File: src/rtl/exec_stage.sv
// exec_stage: execute stage feeding the register file write-back port.
// Single-cycle ALU ops (ADD/SUB/AND/OR/XOR/SLL/SRL) plus, when the
// EXEC_MUL_EN macro is defined, an iterative shift-add MUL on op 111.
// With EXEC_MUL_EN undefined, op 111 is a single-cycle MOV of operand B.
module exec_stage #(
  parameter int WIDTH  = 8,
  parameter int ADDR_W = 3
) (
  input  logic              clock,
  input  logic              reset,
  input  logic              in_valid,
  output logic              in_ready,
  input  logic [2:0]        op,
  input  logic [WIDTH-1:0]  regA,
  input  logic [WIDTH-1:0]  regB,
  input  logic [ADDR_W-1:0] dest,
  output logic              enableWrite,
  output logic [ADDR_W-1:0] registerWrite,
  output logic [WIDTH-1:0]  dataIn,
  output logic              flag,
  output logic              busy
);

  localparam logic [2:0] OP_ADD = 3'b000;
  localparam logic [2:0] OP_SUB = 3'b001;
  localparam logic [2:0] OP_AND = 3'b010;
  localparam logic [2:0] OP_OR  = 3'b011;
  localparam logic [2:0] OP_XOR = 3'b100;
  localparam logic [2:0] OP_SLL = 3'b101;
  localparam logic [2:0] OP_SRL = 3'b110;

  logic              en_q;
  logic [ADDR_W-1:0] addr_q;
  logic [WIDTH-1:0]  data_q;
  logic              flag_q;

  logic [WIDTH-1:0]  alu_res;
  logic              alu_flag;
  logic [WIDTH:0]    sum_w;
  logic [WIDTH:0]    dif_w;
  logic [WIDTH:0]    sll_w;
  logic [WIDTH:0]    srl_w;
  logic [2:0]        sh;

  // Single-cycle ALU: one extra bit on each path captures carry/borrow/shifted-out bit
  always_comb begin
    sh    = regB[2:0];
    sum_w = {1'b0, regA} + {1'b0, regB};
    dif_w = {1'b0, regA} - {1'b0, regB};
    sll_w = {1'b0, regA} << sh;
    srl_w = {regA, 1'b0} >> sh;
    alu_res  = '0;
    alu_flag = 1'b0;
    case (op)
      OP_ADD: begin alu_res = sum_w[WIDTH-1:0]; alu_flag = sum_w[WIDTH]; end
      OP_SUB: begin alu_res = dif_w[WIDTH-1:0]; alu_flag = dif_w[WIDTH]; end
      OP_AND: begin alu_res = regA & regB; alu_flag = ~|(regA & regB); end
      OP_OR:  begin alu_res = regA | regB; alu_flag = ~|(regA | regB); end
      OP_XOR: begin alu_res = regA ^ regB; alu_flag = ~|(regA ^ regB); end
      OP_SLL: begin alu_res = sll_w[WIDTH-1:0]; alu_flag = sll_w[WIDTH]; end
      OP_SRL: begin alu_res = srl_w[WIDTH:1]; alu_flag = srl_w[0]; end
      default: begin alu_res = regB; alu_flag = ~|regB; end
    endcase
  end

`ifdef EXEC_MUL_EN
  localparam logic [2:0] OP_MUL = 3'b111;
  localparam int         CNT_W  = $clog2(WIDTH);

  typedef enum logic {S_IDLE, S_MUL} state_t;

  state_t              state_q;
  logic [2*WIDTH-1:0]  mcand_q;
  logic [2*WIDTH-1:0]  acc_q;
  logic [2*WIDTH-1:0]  acc_step;
  logic [WIDTH-1:0]    mplier_q;
  logic [CNT_W-1:0]    cnt_q;
  logic [ADDR_W-1:0]   dest_q;

  // One shift-add partial product per MUL cycle
  always_comb begin
    acc_step = mplier_q[0] ? (acc_q + mcand_q) : acc_q;
  end

  // Accept/issue FSM; write-back registers are driven from both states
  always_ff @(posedge clock or posedge reset) begin
    if (reset) begin
      state_q  <= S_IDLE;
      en_q     <= 1'b0;
      addr_q   <= '0;
      data_q   <= '0;
      flag_q   <= 1'b0;
      mcand_q  <= '0;
      acc_q    <= '0;
      mplier_q <= '0;
      cnt_q    <= '0;
      dest_q   <= '0;
    end else begin
      case (state_q)
        S_IDLE: begin
          en_q <= 1'b0;
          if (in_valid) begin
            if (op == OP_MUL) begin
              mcand_q  <= {{WIDTH{1'b0}}, regA};
              mplier_q <= regB;
              dest_q   <= dest;
              acc_q    <= '0;
              cnt_q    <= '0;
              state_q  <= S_MUL;
            end else begin
              en_q   <= 1'b1;
              addr_q <= dest;
              data_q <= alu_res;
              flag_q <= alu_flag;
            end
          end
        end
        S_MUL: begin
          en_q     <= 1'b0;
          acc_q    <= acc_step;
          mcand_q  <= mcand_q << 1;
          mplier_q <= mplier_q >> 1;
          cnt_q    <= cnt_q + CNT_W'(1);
          if (cnt_q == CNT_W'(WIDTH - 1)) begin
            data_q  <= acc_step[WIDTH-1:0];
            flag_q  <= |acc_step[2*WIDTH-1:WIDTH];
            addr_q  <= dest_q;
            en_q    <= 1'b1;
            state_q <= S_IDLE;
          end
        end
        default: state_q <= S_IDLE;
      endcase
    end
  end

  assign in_ready = (state_q == S_IDLE);
  assign busy     = (state_q == S_MUL);
`else
  // Every accepted op completes in one cycle
  always_ff @(posedge clock or posedge reset) begin
    if (reset) begin
      en_q   <= 1'b0;
      addr_q <= '0;
      data_q <= '0;
      flag_q <= 1'b0;
    end else begin
      en_q <= in_valid;
      if (in_valid) begin
        addr_q <= dest;
        data_q <= alu_res;
        flag_q <= alu_flag;
      end
    end
  end

  assign in_ready = 1'b1;
  assign busy     = 1'b0;
`endif

  assign enableWrite   = en_q;
  assign registerWrite = addr_q;
  assign dataIn        = data_q;
  assign flag          = flag_q;

endmodule

File: config.mk
export PLATFORM = sky130hd
export DESIGN_NAME = exec_stage
export DESIGN_NICKNAME = d
export VERILOG_FILES = /design/src/rtl/exec_stage.sv
export SDC_FILE = /design/constraint.sdc
export NUM_CORES = 1
export LEC_CHECK = 0
export ABC_AREA = 1
export CORE_UTILIZATION = 30
export DETAILED_ROUTE_END_ITERATION = 7
export MAX_ROUTING_LAYER = met4
export PLACE_DENSITY = 0.59
export SKIP_LAST_GASP = 1
export SLEW_MARGIN = 20
export SYNTH_ARGS = -nofsm -noshare
export SYNTH_HDL_FRONTEND = slang
export SYNTH_SLANG_ARGS = --single-unit
File: constraint.sdc
create_clock -name clock -period 0.9 [get_ports clock]
set_clock_uncertainty 0.2 [all_clocks]
set_input_delay 0.09 -clock clock [delete_from_list [all_inputs] [get_ports clock]]
set_output_delay 0.09 -clock clock [all_outputs]
set_load 0.005 [all_outputs]
==> results of run 1 <==
==> worst max-delay path, stage by stage <==
cell and delay, ps:
sky130_fd_sc_hd__buf_8 100, sky130_fd_sc_hd__buf_6 110, sky130_fd_sc_hd__ha_4 160, sky130_fd_sc_hd__fa_2 370, sky130_fd_sc_hd__nand2_2 90, sky130_fd_sc_hd__nand2_4 80
sky130_fd_sc_hd__nand4_1 80, sky130_fd_sc_hd__nand2_1 90, sky130_fd_sc_hd__nand2_2 100, sky130_fd_sc_hd__nand3_2 60, sky130_fd_sc_hd__nor2_2 100, sky130_fd_sc_hd__a21oi_1 70
==> cell type report <==
type                       count  area (um2)  area share
timing repair buffer         145        1189      0.2717
inverter                      60       259.0     0.05921
clock buffer                   4       45.04     0.01030
sequential                    13       325.3     0.07437
tap                          102       127.6     0.02918
multi-input combinational    358        2429      0.5552
==> through the flow <==
| stage | utilization | worst slack, ps | hold WS, ps | instances | instance area, um2 |
|---|---|---|---|---|---|
| global placement | 0.4606 | -1416 | 208.0 | 659 | 3596 |
| finish | 0.5603 | -652.0 | -61.23 | 682 | 4374 |
| global route | 0.5603 | -721.6 | -29.70 | 682 | 4374 |
| CTS | 0.5074 | -742.1 | -61.18 | 672 | 3961 |
| floorplan | - | -790.8 | -233.0 | 444 | 2494 |
| detailed placement | 0.4606 | -1423 | 205.5 | 659 | 3596 |
==> synth_stat cells, drive strengths merged <==
cell / instances
o211ai: 1
dfrtp: 13
nand2: 158
conb: 2
and2: 2
o21ai: 13
clkinv: 1
nand3b: 1
nor2: 42
ha: 27
nor3: 6
fa: 2
nand3: 62
clkbuf: 2
nand4: 7
nor4: 2
or2: 2
a21oi: 28
o22ai: 2
inv: 59
o21bai: 1
buf: 11
==> logic make-up (layout without fill, tap and decap cells) <==
family	count (synthesis)	after routing	share of synthesized area
flip-flops	13	13	0.1333
adder cells (fa/ha/maj)	29	29	0.1548
AO/OA/AOI/OAI	45	45	0.09533
other	2	2	0.003076
AND/OR/NAND/NOR	282	282	0.4905
buffers and inverters	73	209	0.1230
==> per-layer routing <==
layer / GRT usage / part of all wire
met5: - / 0
met4: 0.1016 / 0.044
met3: 0.01741 / 0.048
met2: 0.4409 / 0.49
met1: 0.3188 / 0.42
==> worst max path at each step <==
stage                        from               endpoint  slack, ps  cells past startpoint
after floorplan           regB[1]  dataIn[2]$_DFFE_PP0P_       -790                      9
after global placement    regB[0]  dataIn[2]$_DFFE_PP0P_      -1420                      9
after detailed placement  regB[0]  dataIn[2]$_DFFE_PP0P_      -1420                      9
after CTS                 regA[0]       flag$_DFFE_PP0P_       -740                     12
after global routing      regA[0]       flag$_DFFE_PP0P_       -720                     12
final                     regA[0]       flag$_DFFE_PP0P_       -650                     12
==> registers in the layout, indices dropped and copies added (netlist names) <==
signal	count
registerWrite	3
dataIn	8
enableWrite	1
flag	1
==> repair_timing <==
| action | 4_1_cts | 5_1_grt |
|---|---|---|
| setup buffers | 9 | 11 |
| gates cloned | 0 | 0 |
| pin swaps | 43 | 58 |
| endpoints found under the hold margin | 13 | 13 |
| endpoints found under the setup margin | 25 | 22 |
| gates resized for setup | 235 | 100 |
==> power by group <==
group | total (uW) | switching (uW) | internal, uW
combinational | 2320 | 1240 | 1080
clock | 528 | 215 | 313
sequential | 702 | 41.9 | 660
==> flow_metrics.env, run 1 <==
export IMPL_run_status="finished, violations left"
export IMPL_violated_checks="hold timing, setup timing"
export IMPL_ant_nets=0
export IMPL_ctsHtreeMaxLevel=1
export IMPL_post_synth_instance_area_um2=2441
export IMPL_place_port_buffers=37
export IMPL_fin_crit_sh=1.724
export IMPL_setup_repair_after_global_routing_missed_its_margin="true"
export IMPL_grt_util_all_layers=0.2589
export IMPL_gp_congestion=1.013
export IMPL_synth_seq_area_share=0.1333
export IMPL_vias_in_the_first_global_route=3376
export IMPL_worst_r2r_path_depth=3
export IMPL_netlist_top_cell_by_area="sky130_fd_sc_hd__nand2_1"
export IMPL_die_width_um=92.21
export IMPL_critPathArrivalTime_ps=1490
export IMPL_wire_length_of_the_first_global_routing_pass_mm=16.75
export IMPL_hpwlAfterDp_mm=8.503
export IMPL_highest_achievable_clock_rate_mhz=644.3
export IMPL_mappedNetlistNets=498
export IMPL_timing_final_hold_violations=13
export IMPL_antenna_diode_count=0
export IMPL_fin_tns_setup_ps=-6636
export IMPL_filler_cell_count=784
export IMPL_post_route_drc_count=0
export IMPL_min_path_type="input port to async pin"
export IMPL_synth_distinct_cells=28
export IMPL_commonest_non_fill_non_tap_cells_in_the_layout="128 x sky130_fd_sc_hd__nand2_1, 93 x sky130_fd_sc_hd__buf_4, 43 x sky130_fd_sc_hd__nand3_1, 32 x sky130_fd_sc_hd__inv_1, 27 x sky130_fd_sc_hd__nor2_1"
export IMPL_cts_max_path_buffers=2
export IMPL_share_of_layout_cells_above_drive_strength_1=0.4793
export IMPL_core_area_um2=7807
export IMPL_most_common_cell_after_layout_fill_and_taps_aside="sky130_fd_sc_hd__nand2_1"
export IMPL_ys_seq_elements=13
export IMPL_ranking_of_synthesized_cells_by_area="sky130_fd_sc_hd__nand2_1 24%, sky130_fd_sc_hd__ha_1 14%, sky130_fd_sc_hd__dfrtp_1 13%"
export IMPL_initial_core_util=0.3127
export IMPL_postLayoutSetupSlackWorst_ps=-652.0
export IMPL_placement_rows=32
export IMPL_ctsRootBufferMaster="sky130_fd_sc_hd__clkbuf_8"
export IMPL_netlist_instances=444
export IMPL_die_area_um2=8502
export IMPL_rrSetupSlack_ps=-30
export IMPL_syn_warnings=0
export IMPL_grt_max_degree=14
export IMPL_portion_of_synthesized_cell_area_occupied_by_the_leading_cell_type=0.2430
export IMPL_reg2reg_from="dataIn[4]$_DFFE_PP0P_"
export IMPL_r2r_end="dataIn[4]$_DFFE_PP0P_"
export IMPL_route_detailed_wl_per_inst_um=15.91
export IMPL_final_setup_viol_count=23
export IMPL_timing_critical_path_to_type="flip-flop"
export IMPL_die_height_um=92.21
export IMPL_timing_final_crit_period_ps=1552
export IMPL_tritoncts_clock_tree="built"
export IMPL_detailroute_via_count=3500
export IMPL_postRouteWirelength_mm=10.85
export IMPL_avgViaCountPerCell=5.132
export IMPL_detail_route_iter0_violations=239
export IMPL_cts_buffers=3
export IMPL_cp_required_ps=840
export IMPL_max_cap_violations=0
export IMPL_worst_path_max_fanout=4
export IMPL_area_overhead_of_the_layout_relative_to_synthesis_pct=79.19
export IMPL_pin_count=40
export IMPL_syn_avg_cell_area_um2=5.498
export IMPL_pwr_total_uw=3552
export IMPL_timing_setup_critical_path_class="input port to flip-flop"
export IMPL_leakage_power_total_uw=0.002236
export IMPL_worstSetupStartpointType="input port"
export IMPL_final_nets=635
export IMPL_maximum_ir_drop_on_the_vdd_rail_v=0.0004085
export IMPL_final_max_slew_viol_count=0
export IMPL_antenna_found_initial=0
export IMPL_grt_overflow=0
export IMPL_worstSkewPairLatency_ps=250
export IMPL_dr_pass1_iters=5
export IMPL_power_per_cell_area_nw_per_um2=812.0
export IMPL_clk_pin_slew_worst_paths_ps=60
export IMPL_clock_sink_count=13
export IMPL_hold_worst_slack_ps=-61.23
Power figures use the tool's default switching activity.
==> inputs of run 2 (changes only) <==
--- a/config.mk
+++ b/config.mk
@@ -6,6 +6,7 @@
 export NUM_CORES = 1
 export LEC_CHECK = 0
 export ABC_AREA = 1
+export CORE_ASPECT_RATIO = 1.25
 export CORE_UTILIZATION = 30
 export DETAILED_ROUTE_END_ITERATION = 7
 export MAX_ROUTING_LAYER = met4
==> run 2 against run 1 <==
- the flow still finishes with violations (hold timing, setup timing)
- first-iteration DRC count down 18%
- combinational power increased by 3%
- design area up 0.86%
- power rose by 2.4%
- maximum frequency shrank 3.6%
- highest routed layer unchanged
- non-clock buffer count fell by 4
==> flow_metrics.env, run 2 (same netlist as run 1, synthesis figures left out) <==
export IMPL_die_area_um2=8504
export IMPL_area_overhead_of_the_layout_relative_to_synthesis_pct=80.73
export IMPL_avgViaCountPerCell=5.119
export IMPL_power_per_cell_area_nw_per_um2=824.1
export IMPL_antenna_diode_count=0
export IMPL_worst_r2r_path_depth=4
export IMPL_wire_length_of_the_first_global_routing_pass_mm=17.22
export IMPL_most_common_cell_after_layout_fill_and_taps_aside="sky130_fd_sc_hd__nand2_1"
export IMPL_clk_pin_slew_worst_paths_ps=60
export IMPL_worst_path_max_fanout=4
export IMPL_detail_route_iter0_violations=196
export IMPL_die_width_um=82.68
export IMPL_hold_worst_slack_ps=-50.40
export IMPL_final_nets=631
export IMPL_pin_count=40
export IMPL_vias_in_the_first_global_route=3472
export IMPL_placed_standard_cell_area_um2=3572
export IMPL_core_area_um2=7838
export IMPL_gp_congestion=1.036
export IMPL_critPathArrivalTime_ps=1540
export IMPL_cts_max_path_buffers=2
export IMPL_rrSetupSlack_ps=-120
export IMPL_finalCoreUtilization=0.5629
export IMPL_timing_setup_critical_path_class="input port to flip-flop"
export IMPL_grt_max_degree=14
export IMPL_detailroute_via_count=3435
export IMPL_run_status="finished, violations left"
export IMPL_share_of_layout_cells_above_drive_strength_1=0.5035
export IMPL_antenna_found_initial=0
export IMPL_reg2reg_from="dataIn[0]$_DFFE_PP0P_"
export IMPL_r2r_end="dataIn[0]$_DFFE_PP0P_"
export IMPL_ctsHtreeMaxLevel=1
export IMPL_postRouteWirelength_mm=11.24
export IMPL_placedCellCount=650
export IMPL_die_height_um=102.9
export IMPL_fin_crit_sh=1.789
export IMPL_post_layout_nonfiller_instances=671
export IMPL_placement_rows=36
export IMPL_final_cell_area_um2=4412
export IMPL_ant_nets=0
export IMPL_final_max_slew_viol_count=0
export IMPL_timing_final_hold_violations=13
export IMPL_setup_repair_after_global_routing_missed_its_margin="true"
export IMPL_hpwlAfterDp_mm=8.859
export IMPL_violated_checks="hold timing, setup timing"
export IMPL_tritoncts_clock_tree="built"
export IMPL_timing_critical_path_to_type="flip-flop"
export IMPL_min_path_type="input port to async pin"
export IMPL_final_setup_viol_count=22
export IMPL_cp_required_ps=830
export IMPL_commonest_non_fill_non_tap_cells_in_the_layout="114 x sky130_fd_sc_hd__nand2_1, 86 x sky130_fd_sc_hd__buf_4, 47 x sky130_fd_sc_hd__nand3_1, 33 x sky130_fd_sc_hd__nand2_2, 33 x sky130_fd_sc_hd__inv_1"
export IMPL_largest_reg_flops=8
export IMPL_clock_sink_count=13
export IMPL_ctsRootBufferMaster="sky130_fd_sc_hd__clkbuf_8"
export IMPL_timing_final_crit_period_ps=1610
export IMPL_worstSetupStartpointType="input port"
export IMPL_initial_core_util=0.3115
export IMPL_postLayoutSetupSlackWorst_ps=-710.1
export IMPL_post_route_drc_count=0
export IMPL_worstSkewPairLatency_ps=250
export IMPL_max_cap_violations=0
export IMPL_cts_buffers=3
export IMPL_grt_util_all_layers=0.2826
export IMPL_maximum_ir_drop_on_the_vdd_rail_v=0.0004152
export IMPL_grt_overflow=0
export IMPL_dr_pass1_iters=4
export IMPL_highest_achievable_clock_rate_mhz=621.1
export IMPL_place_port_buffers=37
export IMPL_leakage_power_total_uw=0.002214
export IMPL_route_detailed_wl_per_inst_um=16.75
-- run 2: final cells by class --
cell class	instances	area, um2
Timing Repair Buffer	141	1165
Inverter	60	259.0
Fill cell	766	3426
Clock buffer	4	45.04
Multi-Input combinational cell	358	2499
Sequential cell	13	325.3
Tap cell	95	118.9
-- run 2: report_power, final --
group          internal [uW]  switching [uW]
Sequential               660            49.8
Clock                    314             236
Combinational           1100            1280
-- run 2: metrics by stage --
stage | setup WS, ps | setup TNS [ps] | power [uW]
detailed placement | -1381 | -16150 | 2539
floorplan | -790.8 | -5442 | 1574
global placement | -1389 | -16050 | 2532
global route | -729.4 | -7743 | 3876
CTS | -693.1 | -7099 | 3395
finish | -710.1 | -6806 | 3636
-- run 2: worst max path at each step --
| stage | slack, ps | cells after the start | from | to |
|---|---|---|---|---|
| 3_3_place_gp | -1390 | 12 | regA[0] | flag$_DFFE_PP0P_ |
| 6_report | -710 | 12 | regA[0] | flag$_DFFE_PP0P_ |
| 4_1_cts | -690 | 12 | regA[0] | flag$_DFFE_PP0P_ |
| 3_5_place_dp | -1380 | 12 | regA[0] | flag$_DFFE_PP0P_ |
| 2_1_floorplan | -790 | 9 | regB[1] | dataIn[2]$_DFFE_PP0P_ |
| 5_1_grt | -730 | 12 | regA[0] | dataIn[4]$_DFFE_PP0P_ |
-- run 2: layer usage --
| layer | global-route usage | up-vias | part of all wire |
|---|---|---|---|
| met1 | 0.3246 | 1615 | 0.40 |
| met3 | 0.02743 | 33 | 0.048 |
| met4 | 0.1379 | 0 | 0.040 |
| li1 | - | 1685 | - |
| met5 | - | - | 0 |
| met2 | 0.4836 | 102 | 0.52 |
-- run 2: worst max-delay path: stages --
cell and delay [ps]:
sky130_fd_sc_hd__buf_8 100, sky130_fd_sc_hd__buf_6 110, sky130_fd_sc_hd__ha_4 150, sky130_fd_sc_hd__fa_2 380, sky130_fd_sc_hd__nand2_2 100, sky130_fd_sc_hd__nand2_4 60, sky130_fd_sc_hd__nand4_1 80, sky130_fd_sc_hd__nand2_1 60
sky130_fd_sc_hd__nand2_1 70, sky130_fd_sc_hd__nand3_1 100, sky130_fd_sc_hd__nor2_1 150, sky130_fd_sc_hd__a21oi_1 80
-- run 2: what timing repair did --
action | 4_1_cts | 5_1_grt
hold endpoints to repair | 13 | 13
endpoints found under the setup margin | 25 | 22
resized for setup | 283 | 73
pin swaps | 59 | 61
buffers inserted | 14 | 5
==> inputs of run 3 (changes only) <==
--- a/config.mk
+++ b/config.mk
@@ -7,8 +7,10 @@
 export LEC_CHECK = 0
 export ABC_AREA = 1
 export CORE_ASPECT_RATIO = 1.25
+export CORE_MARGIN = 10
 export CORE_UTILIZATION = 30
 export DETAILED_ROUTE_END_ITERATION = 7
+export GPL_ROUTABILITY_DRIVEN = 0
 export MAX_ROUTING_LAYER = met4
 export PLACE_DENSITY = 0.59
 export SKIP_LAST_GASP = 1
==> run 3 against run 2 <==
- the flow still finishes with violations (hold timing, setup timing)
- utilization fell by 4.1 points
- routed wire length fell by 11%
- hold slack improved by 8.7 ps
- sequential share of layout area rose by 0.53 points
- power fell by 6.9%
- largest power group unchanged
==> flow_metrics.env, run 3 (same netlist as run 1, synthesis figures left out) <==
export IMPL_timing_setup_critical_path_class="input port to flip-flop"
export IMPL_min_path_type="input port to async pin"
export IMPL_final_nets=620
export IMPL_share_of_layout_cells_above_drive_strength_1=0.4354
export IMPL_grt_max_degree=16
export IMPL_post_route_drc_count=0
export IMPL_violated_checks="hold timing, setup timing"
export IMPL_grt_util_all_layers=0.1650
export IMPL_fin_crit_sh=1.704
export IMPL_die_area_um2=12170
export IMPL_finalCoreUtilization=0.5224
export IMPL_detailroute_via_count=3340
export IMPL_cts_max_path_buffers=2
export IMPL_die_width_um=100.7
export IMPL_postLayoutSetupSlackWorst_ps=-633.4
export IMPL_antenna_diode_count=0
export IMPL_largest_reg_flops=8
export IMPL_maximum_ir_drop_on_the_vdd_rail_v=0.0007383
export IMPL_core_area_um2=7883
export IMPL_initial_core_util=0.3097
export IMPL_antenna_found_initial=0
export IMPL_worstSkewPairLatency_ps=240
export IMPL_timing_final_hold_violations=13
export IMPL_preCtsSetupSlack_ps=-1422
export IMPL_avgViaCountPerCell=5.061
export IMPL_pwr_total_uw=3383
export IMPL_highest_achievable_clock_rate_mhz=652.2
export IMPL_clk_pin_slew_worst_paths_ps=50
export IMPL_seqCellArea_um2=325.3
export IMPL_most_common_cell_after_layout_fill_and_taps_aside="sky130_fd_sc_hd__nand2_1"
export IMPL_timing_final_crit_period_ps=1533
export IMPL_run_status="finished, violations left"
export IMPL_clock_sink_count=13
export IMPL_pin_count=40
export IMPL_area_overhead_of_the_layout_relative_to_synthesis_pct=68.68
export IMPL_hpwlAfterDp_mm=7.993
export IMPL_ctsHtreeMaxLevel=1
export IMPL_leakage_power_total_uw=0.002111
export IMPL_filler_cell_count=795
export IMPL_worstSetupStartpointType="input port"
export IMPL_max_cap_violations=0
export IMPL_postRouteWirelength_mm=10.05
export IMPL_ctsRootBufferMaster="sky130_fd_sc_hd__clkbuf_8"
export IMPL_setup_repair_after_global_routing_missed_its_margin="true"
export IMPL_cp_required_ps=820
export IMPL_fin_tns_setup_ps=-6824
export IMPL_final_setup_viol_count=22
export IMPL_route_detailed_wl_per_inst_um=15.23
export IMPL_vias_in_the_first_global_route=3318
export IMPL_place_port_buffers=37
export IMPL_final_max_slew_viol_count=0
export IMPL_cts_buffers=3
export IMPL_power_per_cell_area_nw_per_um2=821.6
export IMPL_grt_overflow=0
export IMPL_commonest_non_fill_non_tap_cells_in_the_layout="131 x sky130_fd_sc_hd__nand2_1, 80 x sky130_fd_sc_hd__buf_4, 45 x sky130_fd_sc_hd__nand3_1, 36 x sky130_fd_sc_hd__inv_1, 22 x sky130_fd_sc_hd__nor2_1"
export IMPL_detail_route_iter0_violations=191
export IMPL_hold_worst_slack_ps=-41.71
export IMPL_dr_pass1_iters=4
export IMPL_timing_critical_path_to_type="flip-flop"
export IMPL_critPathArrivalTime_ps=1460
export IMPL_tritoncts_clock_tree="built"
export IMPL_placement_rows=36
export IMPL_worst_path_max_fanout=4
export IMPL_ant_nets=0
export IMPL_die_height_um=120.9
export IMPL_multi_input_comb_area_um2=2356
export IMPL_wire_length_of_the_first_global_routing_pass_mm=16.24
==> run 3: layout make-up <==
cell class	instances	share of cell area
clock buffer	4	0.01094
tap	95	0.02887
timing repair buffer	130	0.2501
multi-input combinational	358	0.5722
sequential	13	0.07900
inverter	60	0.05895
==> run 3: stage by stage <==
| stage | cell area (um2) | instances | hold WS (ps) |
|---|---|---|---|
| 2_1_floorplan | 2494 | 444 | -233.0 |
| 3_3_place_gp | 3492 | 641 | 205.8 |
| 3_5_place_dp | 3492 | 641 | 215.4 |
| 4_1_cts | 3836 | 653 | -37.37 |
| 5_1_grt | 4118 | 660 | -19.34 |
| 6_report | 4118 | 660 | -41.71 |
==> run 3: worst max-delay path: stages <==
cell	delay, ps
sky130_fd_sc_hd__buf_8	100
sky130_fd_sc_hd__buf_6	120
sky130_fd_sc_hd__ha_4	150
sky130_fd_sc_hd__fa_2	380
sky130_fd_sc_hd__nand2_2	100
sky130_fd_sc_hd__nand2_4	70
sky130_fd_sc_hd__nand4_1	70
sky130_fd_sc_hd__nand2_1	70
sky130_fd_sc_hd__nand2_2	70
sky130_fd_sc_hd__nand3_2	60
sky130_fd_sc_hd__nor2_2	100
sky130_fd_sc_hd__a21oi_1	70
==> run 3: report_power, final <==
| group | internal [uW] | switching [uW] |
|---|---|---|
| logic | 1000 | 1180 |
| clock network | 312 | 201 |
| registers | 660 | 32.8 |
| total | 1970 | 1410 |
==> run 3: final timing paths <==
kind | from | to | slack, ps | cells past startpoint
max in group asynchronous | reset | flag$_DFFE_PP0P_ | 430 | 3
worst max register to register | dataIn[7]$_DFFE_PP0P_ | dataIn[7]$_DFFE_PP0P_ | -120 | 4
worst min register to register | registerWrite[2]$_DFFE_PP0P_ | registerWrite[2]$_DFFE_PP0P_ | 270 | 2
worst min-delay path | reset | enableWrite$_DFF_PP0_ | -40 | 3
min in group clock | in_valid | enableWrite$_DFF_PP0_ | 80 | 2
worst max-delay path | regB[0] | flag$_DFFE_PP0P_ | -630 | 12
==> run 3: layer usage <==
metal  up-vias  global-route usage  part of all wire
li1       1660                   -                 -
met1      1564              0.1899              0.40
met2        96              0.2932              0.53
met3        20             0.01652             0.038
met4         0             0.04602             0.024
met5         -                   -                 0
==> run 3: timing repair <==
item                       CTS  global route
setup buffers                8             8
gates resized for setup    193            73
setup endpoints to repair   25            22
hold endpoints to repair    13            13
pin swaps                   42            51
